### src/rtl/mu0_pkg.sv
// Shared types for the MU0 control unit: opcodes, sequencer states,
// ALU function codes and the decoded EXECUTE control word.
package mu0_pkg;

  typedef enum logic [3:0] {
    OP_LDA = 4'h0,
    OP_STA = 4'h1,
    OP_ADD = 4'h2,
    OP_SUB = 4'h3,
    OP_JMP = 4'h4,
    OP_JGE = 4'h5,
    OP_JNE = 4'h6,
    OP_STP = 4'h7
  } opcode_t;

  typedef enum logic [1:0] {
    FETCH   = 2'd0,
    EXECUTE = 2'd1,
    HALT    = 2'd2
  } state_t;

  typedef enum logic [1:0] {
    ALU_Y   = 2'b00,
    ALU_ADD = 2'b01,
    ALU_INC = 2'b10,
    ALU_SUB = 2'b11
  } alu_fn_t;

  typedef struct packed {
    logic    x_sel;
    logic    y_sel;
    logic    addr_sel;
    alu_fn_t m;
    logic    pc_en;
    logic    acc_en;
    logic    rd;
    logic    wr;
    logic    mem_op;
    logic    stop;
  } ctrl_t;

  localparam ctrl_t CTRL_IDLE = '0;

endpackage

### src/rtl/mu0_if.sv
// Control/datapath boundary of MU0: the datapath supplies opcode, flags and
// memory ready; the control unit drives enables, selects and strobes.
interface mu0_if #(
  parameter int unsigned CNT_W = 16
);
  logic [3:0]       Opcode;
  logic             N;
  logic             Z;
  logic             Mem_Ready;
  logic             X_sel;
  logic             Y_sel;
  logic             Addr_sel;
  logic [1:0]       M;
  logic             PC_En;
  logic             IR_En;
  logic             Acc_En;
  logic             Rd;
  logic             Wr;
  logic             Halted;
  logic [CNT_W-1:0] Instr_Count;

  modport master (
    input  Opcode, N, Z, Mem_Ready,
    output X_sel, Y_sel, Addr_sel, M, PC_En, IR_En, Acc_En, Rd, Wr,
           Halted, Instr_Count
  );

  modport slave (
    output Opcode, N, Z, Mem_Ready,
    input  X_sel, Y_sel, Addr_sel, M, PC_En, IR_En, Acc_En, Rd, Wr,
           Halted, Instr_Count
  );
endinterface

### src/rtl/mu0_decoder.sv
// Combinational instruction decoder: opcode and flags to the control word
// used during EXECUTE. Opcodes 8-F decode as NOP.
module mu0_decoder
  import mu0_pkg::*;
(
  input  logic [3:0] opcode_i,
  input  logic       n_i,
  input  logic       z_i,
  output ctrl_t      ctrl_o
);

  always_comb begin
    ctrl_o = CTRL_IDLE;
    case (opcode_t'(opcode_i))
      OP_LDA: begin
        ctrl_o.addr_sel = 1'b1;
        ctrl_o.rd       = 1'b1;
        ctrl_o.acc_en   = 1'b1;
        ctrl_o.mem_op   = 1'b1;
        ctrl_o.m        = ALU_Y;
      end
      OP_STA: begin
        ctrl_o.addr_sel = 1'b1;
        ctrl_o.wr       = 1'b1;
        ctrl_o.mem_op   = 1'b1;
      end
      OP_ADD, OP_SUB: begin
        ctrl_o.addr_sel = 1'b1;
        ctrl_o.rd       = 1'b1;
        ctrl_o.acc_en   = 1'b1;
        ctrl_o.mem_op   = 1'b1;
        ctrl_o.m        = (opcode_i == OP_ADD) ? ALU_ADD : ALU_SUB;
      end
      OP_JMP: begin
        ctrl_o.y_sel = 1'b1;
        ctrl_o.pc_en = 1'b1;
      end
      OP_JGE: begin
        ctrl_o.y_sel = 1'b1;
        ctrl_o.pc_en = ~n_i;
      end
      OP_JNE: begin
        ctrl_o.y_sel = 1'b1;
        ctrl_o.pc_en = ~z_i;
      end
      OP_STP:  ctrl_o.stop = 1'b1;
      default: ctrl_o = CTRL_IDLE;
    endcase
  end

endmodule

### src/rtl/mu0_control.sv
// MU0 fetch/execute sequencer with memory-ready stalls, a HALT state and a
// wrapping retired-instruction counter.
module mu0_control
  import mu0_pkg::*;
#(
  parameter int unsigned CNT_W = 16
) (
  input  logic  Clk,
  input  logic  Reset,
  mu0_if.master bus
);

  state_t           state_q;
  logic [CNT_W-1:0] cnt_q;
  ctrl_t            ex;
  logic             ex_done;

  mu0_decoder u_decoder (
    .opcode_i (bus.Opcode),
    .n_i      (bus.N),
    .z_i      (bus.Z),
    .ctrl_o   (ex)
  );

  // Memory ops retire only once memory answers; everything else takes one cycle.
  assign ex_done = (state_q == EXECUTE) && (!ex.mem_op || bus.Mem_Ready);

  always_ff @(posedge Clk or posedge Reset) begin
    if (Reset) begin
      state_q <= FETCH;
      cnt_q   <= '0;
    end else begin
      case (state_q)
        FETCH:   if (bus.Mem_Ready) state_q <= EXECUTE;
        EXECUTE: if (ex_done)       state_q <= ex.stop ? HALT : FETCH;
        HALT:    state_q <= HALT;
        default: state_q <= FETCH;
      endcase
      if (ex_done) cnt_q <= cnt_q + CNT_W'(1);
    end
  end

  always_comb begin
    bus.X_sel    = 1'b0;
    bus.Y_sel    = 1'b0;
    bus.Addr_sel = 1'b0;
    bus.M        = ALU_Y;
    bus.PC_En    = 1'b0;
    bus.IR_En    = 1'b0;
    bus.Acc_En   = 1'b0;
    bus.Rd       = 1'b0;
    bus.Wr       = 1'b0;
    case (state_q)
      FETCH: begin
        bus.Addr_sel = 1'b0;
        bus.Rd       = 1'b1;
        bus.X_sel    = 1'b1;
        bus.M        = ALU_INC;
        bus.IR_En    = bus.Mem_Ready;
        bus.PC_En    = bus.Mem_Ready;
      end
      EXECUTE: begin
        bus.X_sel    = ex.x_sel;
        bus.Y_sel    = ex.y_sel;
        bus.Addr_sel = ex.addr_sel;
        bus.M        = ex.m;
        bus.PC_En    = ex.pc_en;
        bus.Acc_En   = ex.acc_en & bus.Mem_Ready;
        bus.Rd       = ex.rd;
        bus.Wr       = ex.wr;
      end
      default: ;
    endcase
    // Reset abandons any in-flight access immediately, before the state settles.
    if (Reset) begin
      bus.PC_En  = 1'b0;
      bus.IR_En  = 1'b0;
      bus.Acc_En = 1'b0;
      bus.Rd     = 1'b0;
      bus.Wr     = 1'b0;
    end
  end

  assign bus.Halted      = (state_q == HALT);
  assign bus.Instr_Count = cnt_q;

endmodule

### src/flat_wrapper.sv
// flat-port wrapper written by rule: the top's interface ports become plain ports
module mu0_control_flat import mu0_pkg::*;
#(
  parameter int unsigned CNT_W = 16
)
  (Clk, Reset, bus_Opcode, bus_N, bus_Z, bus_Mem_Ready, bus_X_sel, bus_Y_sel, bus_Addr_sel, bus_M, bus_PC_En, bus_IR_En, bus_Acc_En, bus_Rd, bus_Wr, bus_Halted, bus_Instr_Count);
  mu0_if #(.CNT_W(CNT_W)) bus_i ();
  input  logic Clk;
  input  logic Reset;
  input wire logic [$bits(bus_i.Opcode)-1:0] bus_Opcode;
  input wire logic [$bits(bus_i.N)-1:0] bus_N;
  input wire logic [$bits(bus_i.Z)-1:0] bus_Z;
  input wire logic [$bits(bus_i.Mem_Ready)-1:0] bus_Mem_Ready;
  output wire logic [$bits(bus_i.X_sel)-1:0] bus_X_sel;
  output wire logic [$bits(bus_i.Y_sel)-1:0] bus_Y_sel;
  output wire logic [$bits(bus_i.Addr_sel)-1:0] bus_Addr_sel;
  output wire logic [$bits(bus_i.M)-1:0] bus_M;
  output wire logic [$bits(bus_i.PC_En)-1:0] bus_PC_En;
  output wire logic [$bits(bus_i.IR_En)-1:0] bus_IR_En;
  output wire logic [$bits(bus_i.Acc_En)-1:0] bus_Acc_En;
  output wire logic [$bits(bus_i.Rd)-1:0] bus_Rd;
  output wire logic [$bits(bus_i.Wr)-1:0] bus_Wr;
  output wire logic [$bits(bus_i.Halted)-1:0] bus_Halted;
  output wire logic [$bits(bus_i.Instr_Count)-1:0] bus_Instr_Count;
  assign bus_i.Opcode = bus_Opcode;
  assign bus_i.N = bus_N;
  assign bus_i.Z = bus_Z;
  assign bus_i.Mem_Ready = bus_Mem_Ready;
  assign bus_X_sel = bus_i.X_sel;
  assign bus_Y_sel = bus_i.Y_sel;
  assign bus_Addr_sel = bus_i.Addr_sel;
  assign bus_M = bus_i.M;
  assign bus_PC_En = bus_i.PC_En;
  assign bus_IR_En = bus_i.IR_En;
  assign bus_Acc_En = bus_i.Acc_En;
  assign bus_Rd = bus_i.Rd;
  assign bus_Wr = bus_i.Wr;
  assign bus_Halted = bus_i.Halted;
  assign bus_Instr_Count = bus_i.Instr_Count;
  mu0_control #(.CNT_W(CNT_W)) u_core (.Clk(Clk), .Reset(Reset), .bus(bus_i));
endmodule
### config.mk
export PLATFORM = sky130hd
export DESIGN_NAME = mu0_control_flat
export DESIGN_NICKNAME = d
export VERILOG_FILES = /design/src/rtl/mu0_pkg.sv /design/src/rtl/mu0_if.sv /design/src/rtl/mu0_decoder.sv /design/src/rtl/mu0_control.sv /design/src/flat_wrapper.sv
export SDC_FILE = /design/constraint.sdc
export NUM_CORES = 1
export LEC_CHECK = 0
export ABC_AREA = 1
export CORE_ASPECT_RATIO = 1.5
export CORE_MARGIN = 5
export CORE_UTILIZATION = 47
export DETAILED_ROUTE_END_ITERATION = 8
export PLACE_DENSITY = 0.84
export SYNTH_ARGS = -nofsm -noshare
export SYNTH_HDL_FRONTEND = slang
export SYNTH_HIERARCHICAL = 1
export SYNTH_SLANG_ARGS = --single-unit
export TNS_END_PERCENT = 100
### constraint.sdc
create_clock -name Clk -period 2.5 [get_ports Clk]
set_clock_uncertainty 0.15 [all_clocks]
set_input_delay 0.75 -clock Clk [delete_from_list [all_inputs] [get_ports Clk]]
set_output_delay 0.75 -clock Clk [all_outputs]
set_load 0.03 [all_outputs]
[Word-level counts from Yosys, hierarchy flattened]
Cells that the tools add are included.
Cells by class
  muxes and demuxes: 26
  eq/ne operators: 11
  add/subtract/negate cells: 1
  reductions and logical operators: 10
  bitwise gates (word level): 3
Operators by type and width (number)
  adder 16 x 1 -> 16 bit, second input constant: 1
  equality test 4 x 3 -> 1 bit, second input constant: 4
  two-way mux 1 bit: 15
  two-way mux 2 bit: 6
  equality test 4 x 2 -> 1 bit, second input constant: 2
  one-hot mux 2 bit (3 select lines): 1
  OR reduction 3 bit: 2
  equality test 4 x 1 -> 1 bit, second input constant: 1
  logical NOT 4 bit: 1
  one-hot mux 1 bit (2 select lines): 2
  one-hot mux 2 bit (2 select lines): 1
  OR reduction 4 bit: 1
  one-hot mux 1 bit (3 select lines): 1
  equality test 2 x 1 -> 1 bit, second input constant: 1
  equality test 2 bit, second input constant: 1
  logical NOT 2 bit: 1
  != test 2 x 1 -> 1 bit, second input constant: 1
  != test 2 bit, second input constant: 1
  inverter 1 bit: 2
  AND reduction 2 bit: 1
  OR reduction 2 bit: 1
  AND 1 bit: 1
  logical AND 1 bit: 1
  logical NOT 1 bit: 1
  logical OR 1 bit: 1
Word-level totals
  bits of input ports: 9
  register bits after elaboration: 18
  logic and storage cells: 53
  output and inout port bits: 27

[Longest topological paths before layout]
  word-level depth: 8
  depth in mapped cells: 10
  depth with buffers taken out: 10

[Hierarchy]
Netlist, hierarchy kept.
By module, submodules not included
  mu0_control: instances 1, area an instance 1146.1 um^2, seq. area each 450.4 um^2, cells each 150
  mu0_decoder: instances 1, area an instance 100.1 um^2, seq. area each 0.0 um^2, cells each 22

[Worst setup path after synthesis]
No wires, ideal clock.
  path kind: input port to output port
  from: input port bus_Opcode[3]
  to: output port bus_Acc_En
  setup slack: -0.424 ns
  arrival time: 2.024 ns
  required time: 1.600 ns
  stages on the path: 5
  buffers on the path: 1
  cell sequence: nor2_2 and2_1 buf_4 nand2_1 nor3_1
RTL lines
  start: declaration: line flat_wrapper.sv:10  | input wire logic [$bits(bus_i.Opcode)-1:0] bus_Opcode;
  end: declaration: line flat_wrapper.sv:20  | output wire logic [$bits(bus_i.Acc_En)-1:0] bus_Acc_En;

==> reports/qor.csv <==
metric;value;unit
syn_nets;182;
p_switching;454;uW
grt_pass1_vias;1166;
root_buffer;clkbuf_8;
p_int;638;uW
use_met2;0.310;
netlist_area;1250;um^2
viasPerCell;4.60;
cts_tree;yes;
rrSetupSlack;1.05;ns
drc;0;
first_iter_violations;31;
coreArea;2620;um^2
numCtsBuffers;3;
grt_pass1_wl;4.65;mm
dieArea;3800;um^2
nFillCells;210;
wl_per_cell;10.9;um
slowest_delay;0.14;ns
clkPwrFrac;0.178;
use_met1;0.151;
p_comb_frac;0.445;
switching_share;0.416;
drive_gt1_frac;0.257;
post-synth-top-count-cell;nand2_1;
yosys_register_bits;18;
die_x;52.0;um
ys_top_cells_by_area;dfrtp_1 36%, nand2_1 17%, nor2_1 8.1%;
die_h;73.1;um
critPathKind;in -> out;
clk_path_buf_depth;2;
synth_cell_types;28;
synth-warning-count;6;
cp-start-kind;input pin;
post-place-ws;-0.384;ns
status;completed;
clock-sinks;18;
peakVddDrop;564;uV
overflow;0;
worst_setup_path_end_kind;output pin;
syn2layout_area_growth;38.7;%
fin_crit;2.45;ns
crit_buf_inv;4;
maxCapViolCount;0;
io_pins;36;
vias;1155;
synth_area_per_cell;7.25;um^2
hold_buffers;0;
yosysSeqAreaShare;0.361;
track_usage;0.161;
hold_slack;0.353;ns
fin_ws;0.0457;ns
path_clk_slew;0.06;ns
critical_path.cell_chain;buf_2 -> nor2_4 -> buf_4 -> inv_2 -> nor2_1 -> nand2_1 -> nor2_2 -> buf_6;
crit_family;buffers and inverters;
use_met3;0.0307;
grt_max_degree;19;
power.density;632;nW/um^2
synth_top_area_share;0.361;
worstHoldPathType;reg -> reg;
crit_path_top_delay_cell;buf_6;
rsz0062_at_grt;no;
fin_crit_sh;0.982;
synth_common_cells;55 x nand2_1, 27 x nor2_1, 20 x inv_1, 18 x dfrtp_1;
required;1.60;ns
final_max_slew_viol_count;0;
wirelength;2.75;mm
dp.cells;248;
insertion_delay;0.25;ns
fin_nets;226;
synth_edf_count;0;
syn_inst;172;
async_flop_share;1.00;
gp_congestion;0.809;
post-route-util;0.660;
leakage;0.820;nW
port_buffers;35;
std_cell_rows;23;
dpl.hpwl;2.24;mm
hold_viol;0;
fmax;407;MHz
critPathArrivalTime;1.55;ns
post_cts_buffers;0;
p_seq_frac;0.378;
grt.busiest_layer;met2;
synth-main-ff-cell;dfrtp_1;
antenna_found_initial;0;
start_util;0.476;
yosysTopAreaCell;dfrtp_1;
ant_nets;0;
htreeDepth;1;
instances_no_fill;251;
setup_viol;0;
first_pass_iters;4;
n_antenna_cell;0;
critPathMaxFanout;3;
-- layout make-up --
class	instances	area [um^2]	area share
clock buffer	3	41.3	0.0239
sequential	18	450	0.261
multi-input combinational	125	707	0.409
tap	37	46.3	0.0268
timing repair buffer	42	368	0.213
inverter	26	115	0.0666
-- stage by stage --
stage	instance area, um^2	TNS (ns)	total power [mW]
after floorplan	1270	-0.00838	0.720
after global placement	1680	-2.17	0.896
after detailed placement	1680	-2.29	0.906
after CTS	1720	0	1.10
after global routing	1730	0	1.15
final	1730	0	1.09
-- cell usage in the layout, fill, tap and decap left out, types with 2 or more instances in the layout --
cell / netlist / final
buf_2: 0 / 4
buf_4: 3 / 14
buf_6: 0 / 2
clkbuf_8: 0 / 3
clkdlybuf4s50_1: 0 / 16
dfrtp_1: 18 / 18
dlygate4sd2_1: 0 / 4
dlymetal6s2s_1: 0 / 2
inv_1: 20 / 18
inv_2: 3 / 4
nand2_1: 55 / 52
nand2_2: 1 / 4
nand2_8: 2 / 2
nand3_1: 5 / 3
nand3_2: 0 / 2
nand3_4: 2 / 2
nand3b_1: 2 / 2
nand4_1: 2 / 2
nor2_1: 27 / 25
nor2_2: 4 / 5
nor2_4: 4 / 5
o21ai_0: 2 / 2
o21ai_1: 3 / 3
xnor2_1: 5 / 5
xor2_1: 3 / 3
-- worst register-to-register path, delay by kind of cell (launching register included) --
kind / cells / cell delay, ns
buffers and inverters: 4 / 0.37
and+or+nand+nor: 6 / 0.40
DFF: 1 / 0.41
-- final timing paths --
path / start / endpoint / cells past startpoint
max reg2reg: u_core/state_q[1] / u_core/bus.Instr_Count[10] / 10
max in group asynchronous: Reset / u_core/bus.Instr_Count[7] / 3
min: u_core/bus.Instr_Count[15] / u_core/bus.Instr_Count[15] / 2
min reg2reg: u_core/bus.Instr_Count[15] / u_core/bus.Instr_Count[15] / 2
min in group asynchronous: Reset / u_core/bus.Instr_Count[13] / 3
max: bus_Opcode[2] / bus_Wr / 8
-- logic make-up after synthesis --
| kind of cell | after synthesis | share of synthesized area |
|---|---|---|
| adder cells (fa/ha/maj) | 1 | 0.0100 |
| flip-flops | 18 | 0.361 |
| XOR/XNOR | 8 | 0.0562 |
| other | 1 | 0.00301 |
| buffers and inverters | 29 | 0.107 |
| AND/OR/NAND/NOR | 108 | 0.433 |
| AO/OA/AOI/OAI | 7 | 0.0291 |
-- flip-flops by register name, summed over array words and instances (netlist names) --
name	cells
u_core/bus.Instr_Count	16
u_core/state_q	2
-- power by group through the flow --
stage          Combinational [mW]  Clock, mW  Sequential, mW
6_report                    0.486      0.194           0.413
5_1_grt                     0.515      0.211           0.423
4_1_cts                     0.489      0.200           0.413
3_5_place_dp                0.487          0           0.418
3_3_place_gp                0.480          0           0.416
2_1_floorplan               0.213          0           0.507
-- repair_timing --
action | CTS | global route
pin swaps | 11 | 0
setup endpoints to repair | 9 | 3
hold endpoints to repair | 0 | 0
resized for setup | 29 | 3
-- routing by layer --
| layer | part of all wire | wire, um |
|---|---|---|
| met5 | 0 | 0 |
| met3 | 0.064 | 176 |
| met1 | 0.37 | 1010 |
| met4 | 0.022 | 61 |
| met2 | 0.55 | 1500 |
No activity file was read; power rests on OpenSTA's default activity.
